--- config.mk ---
export PLATFORM = sky130hd
export DESIGN_NAME = ref_window_loader
export DESIGN_NICKNAME = d
export VERILOG_FILES = /design/src/rtl/ref_window_loader.sv
export SDC_FILE = /design/constraint.sdc
export NUM_CORES = 2
export LEC_CHECK = 0
export ABC_AREA = 1
export CAP_MARGIN = 20
export CORE_MARGIN = 4
export CORE_UTILIZATION = 55
export DETAILED_ROUTE_END_ITERATION = 8
export PLACE_DENSITY = 0.7
export SETUP_SLACK_MARGIN = 0.02
export SYNTH_ARGS = -nofsm -noshare
export SYNTH_HDL_FRONTEND = slang
export SYNTH_SLANG_ARGS = --single-unit
--- constraint.sdc ---
create_clock -name clock -period 3.1 [get_ports clock]
set_input_delay 0.775 -clock clock [delete_from_list [all_inputs] [get_ports clock]]
set_output_delay 0.775 -clock clock [all_outputs]
set_load 0.005 [all_outputs]
--- src/rtl/ref_window_loader.sv ---
// ============================================================================
// Module   : ref_window_loader
// Brief    : Collects a raster-order WIN x WIN reference window, then streams
//            it out one row per beat (optionally followed by one column per beat).
// Option   : REF_WIN_LOADER_TRANSPOSE_EN adds the column (transpose) pass.
// Revision : 1.0 - initial release
// ============================================================================
`default_nettype none

module ref_window_loader #(
   parameter int NUM_PIXEL = 8,
   parameter int PIX_W     = 8,
   parameter int IDX_W     = 4
) (
   input  logic                             clock,
   input  logic                             reset,
   input  logic [PIX_W-1:0]                 in_pixel,
   input  logic                             in_sof,
   input  logic                             in_valid,
   output logic                             in_ready,
   output logic [(NUM_PIXEL+7)*PIX_W-1:0]   out_row,
   output logic [IDX_W-1:0]                 out_idx,
   output logic                             out_col,
   output logic                             out_valid,
   input  logic                             out_ready,
   output logic                             out_last,
   output logic                             win_done,
   output logic                             sof_err,
   output logic                             busy
);

   localparam int WIN = NUM_PIXEL + 7;
   localparam logic [IDX_W-1:0] c_LAST_IDX = IDX_W'(WIN - 1);
   localparam logic [IDX_W-1:0] c_PENULT   = IDX_W'(WIN - 2);
   localparam logic [IDX_W-1:0] c_ONE      = IDX_W'(1);

   typedef enum logic [1:0] {
      ST_IDLE = 2'd0,
      ST_FILL = 2'd1,
      ST_ROWS = 2'd2
`ifdef REF_WIN_LOADER_TRANSPOSE_EN
      , ST_COLS = 2'd3
`endif
   } state_t;

   state_t              r_state;
   logic [PIX_W-1:0]    r_win [WIN][WIN];
   logic [IDX_W-1:0]    r_row;
   logic [IDX_W-1:0]    r_col;
   logic [IDX_W-1:0]    r_out_idx;
   logic                r_out_valid;
   logic                r_out_last;
   logic                r_win_done;
   logic                r_sof_err;
   logic                r_in_ready;

   logic                      w_in_xfer;
   logic                      w_out_xfer;
   logic                      w_store;
   logic [IDX_W-1:0]          w_wr_row;
   logic [IDX_W-1:0]          w_wr_col;
   logic [WIN*PIX_W-1:0]      w_row_data;

   assign w_in_xfer  = in_valid && r_in_ready;
   assign w_out_xfer = r_out_valid && out_ready;
   // A start-of-frame pixel always lands at [0][0], whether starting or restarting
   assign w_store    = w_in_xfer && (in_sof || (r_state == ST_FILL));
   assign w_wr_row   = in_sof ? '0 : r_row;
   assign w_wr_col   = in_sof ? '0 : r_col;

   always_ff @(posedge clock) begin
      if (w_store) begin
         r_win[w_wr_row][w_wr_col] <= in_pixel;
      end
   end

`ifdef REF_WIN_LOADER_TRANSPOSE_EN
   logic                 r_out_col;
   logic [WIN*PIX_W-1:0] w_col_data;
`endif

   generate
      for (genvar c = 0; c < WIN; c++) begin : g_elem
         assign w_row_data[c*PIX_W +: PIX_W] = r_win[r_out_idx][c];
`ifdef REF_WIN_LOADER_TRANSPOSE_EN
         assign w_col_data[c*PIX_W +: PIX_W] = r_win[c][r_out_idx];
`endif
      end
   endgenerate

`ifdef REF_WIN_LOADER_TRANSPOSE_EN
   assign out_row = r_out_col ? w_col_data : w_row_data;
   assign out_col = r_out_col;
`else
   assign out_row = w_row_data;
   assign out_col = 1'b0;
`endif

   always_ff @(posedge clock or posedge reset) begin
      if (reset) begin
         r_state     <= ST_IDLE;
         r_row       <= '0;
         r_col       <= '0;
         r_out_idx   <= '0;
         r_out_valid <= 1'b0;
         r_out_last  <= 1'b0;
         r_win_done  <= 1'b0;
         r_sof_err   <= 1'b0;
         r_in_ready  <= 1'b1;
`ifdef REF_WIN_LOADER_TRANSPOSE_EN
         r_out_col   <= 1'b0;
`endif
      end else begin
         r_win_done <= 1'b0;
         r_sof_err  <= 1'b0;
         case (r_state)
            ST_IDLE: begin
               if (w_in_xfer && in_sof) begin
                  r_row   <= '0;
                  r_col   <= c_ONE;
                  r_state <= ST_FILL;
               end
            end
            ST_FILL: begin
               if (w_in_xfer) begin
                  if (in_sof) begin
                     r_sof_err <= 1'b1;
                     r_row     <= '0;
                     r_col     <= c_ONE;
                  end else if (r_col == c_LAST_IDX) begin
                     r_col <= '0;
                     if (r_row == c_LAST_IDX) begin
                        r_row       <= '0;
                        r_state     <= ST_ROWS;
                        r_in_ready  <= 1'b0;
                        r_out_valid <= 1'b1;
                        r_out_idx   <= '0;
                        r_out_last  <= 1'b0;
                     end else begin
                        r_row <= r_row + c_ONE;
                     end
                  end else begin
                     r_col <= r_col + c_ONE;
                  end
               end
            end
            ST_ROWS: begin
               if (w_out_xfer) begin
                  if (r_out_idx == c_LAST_IDX) begin
                     r_out_idx  <= '0;
                     r_out_last <= 1'b0;
`ifdef REF_WIN_LOADER_TRANSPOSE_EN
                     r_state    <= ST_COLS;
                     r_out_col  <= 1'b1;
`else
                     r_state     <= ST_IDLE;
                     r_out_valid <= 1'b0;
                     r_in_ready  <= 1'b1;
                     r_win_done  <= 1'b1;
`endif
                  end else begin
                     r_out_idx <= r_out_idx + c_ONE;
`ifdef REF_WIN_LOADER_TRANSPOSE_EN
                     r_out_last <= 1'b0;
`else
                     r_out_last <= (r_out_idx == c_PENULT);
`endif
                  end
               end
            end
`ifdef REF_WIN_LOADER_TRANSPOSE_EN
            ST_COLS: begin
               if (w_out_xfer) begin
                  if (r_out_idx == c_LAST_IDX) begin
                     r_out_idx   <= '0;
                     r_out_last  <= 1'b0;
                     r_out_col   <= 1'b0;
                     r_state     <= ST_IDLE;
                     r_out_valid <= 1'b0;
                     r_in_ready  <= 1'b1;
                     r_win_done  <= 1'b1;
                  end else begin
                     r_out_idx  <= r_out_idx + c_ONE;
                     r_out_last <= (r_out_idx == c_PENULT);
                  end
               end
            end
`endif
            default: r_state <= ST_IDLE;
         endcase
      end
   end

   assign in_ready  = r_in_ready;
   assign out_idx   = r_out_idx;
   assign out_valid = r_out_valid;
   assign out_last  = r_out_last;
   assign win_done  = r_win_done;
   assign sof_err   = r_sof_err;
   assign busy      = (r_state != ST_IDLE);

endmodule

`default_nettype wire
==> results.py <==
metrics = {
    "critical_path": {
        "slowest_delay_ps": 510,
        "critPathSlowestCell": "clkdlybuf4s50_1",
        "worst_ep_required_time_ps": 2320,
        "cp_cell_sequence": "buf_12, buf_12, buf_12, buf_4, nand2_1, nand2_1, nand2_1, nand3_1, nand3_1, nand2_1, clkdlybuf4s50_1",
        "regToRegSetupSlack_ps": 910,
        "r2r_cells": 9,
        "cp-startpoint": "out_idx[0]",
        "r2r_start": "in_ready",
        "crit_end": "out_row[113]",
        "crit_top_cell": "nand2_1",
        "end_kind": "primary output",
        "critical_path_class": "flip-flop to primary output",
        "path_max_fanout": 31,
        "worst_setup_path_start_kind": "flip-flop",
        "rr_endpoint": "r_win[13][101]",
        "worstPathArrival_ps": 3020,
    },
    "logic_synthesis": {
        "yosys.area.top_type": "edfxtp_1",
        "syn_nets": 7075,
        "syn_avg_cell_area_um2": 10.9,
        "yosysSeqAreaShare_pct": 71.2,
        "yosysWarnings": 0,
        "syn_inst": 7058,
        "netlist.area_leader.share_pct": 70.6,
        "synth_area_leaders": "edfxtp_1 71%, nand2_1 10%, nand3_1 5.4%, inv_1 4.3%, nor2_1 2.4%",
        "syn_area_um2": 76600,
        "ys_seq_elements": 1819,
        "synth_cell_type_count": 31,
    },
    "sta": {
        "report.final.setup_viol": 122,
        "min_period_ps": 3790,
        "whs_ps": 438,
        "drv_slew": 0,
        "setup_tns_ps": -48210,
        "final-hold-violation-count": 0,
        "postLayoutSetupSlackWorst_ps": -694,
        "fmax_ghz": 0.264,
        "worst_pin_slew_ps": 762,
        "slew_headroom_pct": 49.1,
        "clock_skew_ps": 23.2,
        "rsz0062_at_grt": "yes",
        "fin_crit_sh_pct": 122,
    },
    "die": {
        "core-area_um2": 138000,
        "dieHeight_um": 381,
        "ios": 144,
        "initial_core_util_pct": 55.6,
        "die_area_um2": 145000,
        "num_rows": 136,
        "die_w_um": 381,
    },
    "drt": {
        "vias_per_cell": 5.73,
        "num_vias": 54909,
        "first_iter_violations": 7575,
        "drt-wirelength-per-cell_um": 23.5,
        "ant_nets": 0,
        "dr.pass1.iters": 8,
        "drc": 0,
        "wl_um": 225000,
    },
    "grt": {
        "track_usage_pct": 28.5,
        "first_global_vias": 51912,
        "antenna_found_initial": 5,
        "overflow": 0,
        "grt_first_pass_wirelength_um": 314000,
        "grt_max_degree": 86,
    },
    "layout": {
        "layout.cells.non_filler": 9580,
        "syn_to_final_growth_pct": 22.2,
        "drive_gt1_share_pct": 17.5,
        "multi_input_area_um2": 18500,
        "num-nets-final": 7660,
        "fillCellCount": 9418,
        "final_core_util_pct": 67.9,
        "fin_area_um2": 93600,
        "seqCellArea_um2": 54500,
    },
    "place": {
        "place_congestion": 0.858,
        "io_buffer_count": 142,
        "dpl.hpwl_um": 120000,
        "dp_slack_ps": 68.9,
        "dp_cells": 9081,
        "postPlaceCellArea_um2": 83600,
    },
    "clock_tree": {
        "clk_latency_ps": 820,
        "clock_path_buffers": 3,
        "root_buffer": "clkbuf_16",
        "clock_sinks": 1819,
        "clkSlewWorstSetupHoldPaths_ps": 60,
        "cts_tree": "done",
        "hold_buffers": 0,
        "h-tree-depth": 4,
        "cts_buffers": 182,
    },
    "power_and_ir_drop": {
        "power.total_mw": 48.2,
        "p_leak_nw": 37.2,
        "power_density_nw_per_um2": 515,
        "ir_drop_mv": 0.595,
    },
    "outcome": {
        "violations": "negative setup slack",
        "status": "finished, violations left",
    },
    "hold_path": {
        "worstHoldPathType": "input port to flip-flop",
    },
    "run": {
        "cap_violations": 0,
    },
}
Yosys cell counts, drive strengths merged:
| library cell | instances |
|---|---|
| nand2 | 2091 |
| edfxtp | 1800 |
| inv | 889 |
| nand3 | 835 |
| nor2 | 490 |
| a21oi | 243 |
| buf | 238 |
| clkbuf | 151 |
| nand4 | 124 |
| or2 | 121 |
| o21ai | 45 |
| dfrtp | 18 |
| ha | 4 |
| nor3 | 4 |
| xor2 | 2 |
| conb | 1 |
| dfstp | 1 |
| nand3b | 1 |
where the power goes:
group,switching [mW],internal [mW],total (mW)
combinational,0.491,0.0951,0.586
clock,9.07,11.5,20.6
sequential,0,27.0,27.0
kinds of logic (layout without fill, tap and decap cells):
kind of cell	Yosys count	count (layout)	synth area share, %
compound gates	288	288	1.89
simple gates	3666	3666	20.2
other cells	1	4	0.00490
fa+ha+maj	4	4	0.0654
buf+inv	1278	2003	6.58
flops	1819	1819	71.2
xor+xnor	2	2	0.0229
critical path: cells and delay by family, from the launching register on:
kind	cells	cell delay, ps
buf+inv	5	1210
flops	1	430
simple gates	6	530
final cells by class:
class	count	area share (%)
inverters	889	3.66
diodes	3	0.00802
flip-flops and latches	1819	58.3
clock inverters	74	0.595
repair buffers	788	10.0
well taps	1794	2.40
multi-input cells	3961	19.8
clock buffers	250	5.23
repair inverters	2	0.0267
repair_timing:
action | 4_1_cts | 5_1_grt
buffers inserted | 23 | 82
gates resized for setup | 261 | 486
setup endpoints to repair | 123 | 123
pin swaps | 26 | 145
gates cloned | 25 | 43
worst min-delay path by stage:
stage                           start              to  slack (ps)  cells past startpoint
after floorplan              in_ready        in_ready         470                      2
after global placement       in_ready        in_ready         490                      2
after detailed placement     in_ready        in_ready         500                      2
after CTS                 in_pixel[1]  r_win[12][105]         400                      1
after global routing      in_pixel[1]   r_win[12][81]         420                      1
final                     in_pixel[1]   r_win[13][97]         440                      1
registers in the layout, summed over array words and instances, names as in the netlist:
name	flops
win_done	1
r_row	4
sof_err	1
out_last	1
r_state	2
out_idx	4
r_win	1800
in_ready	1
r_col	4
out_valid	1
cells in the final DEF (no fill, tap or decap), types with 19 or more instances in the layout:
cell type	n
a21oi_1	198
a21oi_2	44
buf_12	99
buf_16	51
buf_4	409
buf_6	36
clkbuf_1	64
clkbuf_16	221
clkbuf_2	52
clkdlybuf4s50_1	21
clkinv_1	38
clkinv_2	20
dlymetal6s2s_1	34
edfxtp_1	1800
inv_1	879
nand2_1	1985
nand2_2	93
nand3_1	676
nand3_2	149
nand4_1	124
nor2_1	457
nor2_2	19
o21ai_0	36
or2_0	70
or2_2	48
per-layer routing:
| layer | global-route usage [%] | part of all wire (%) |
|---|---|---|
| met5 | 0 | 0 |
| met4 | 12.8 | 4.7 |
| met3 | 4.93 | 11 |
| met2 | 46.5 | 48 |
| met1 | 37.9 | 37 |
Power figures use the tool's default switching activity.
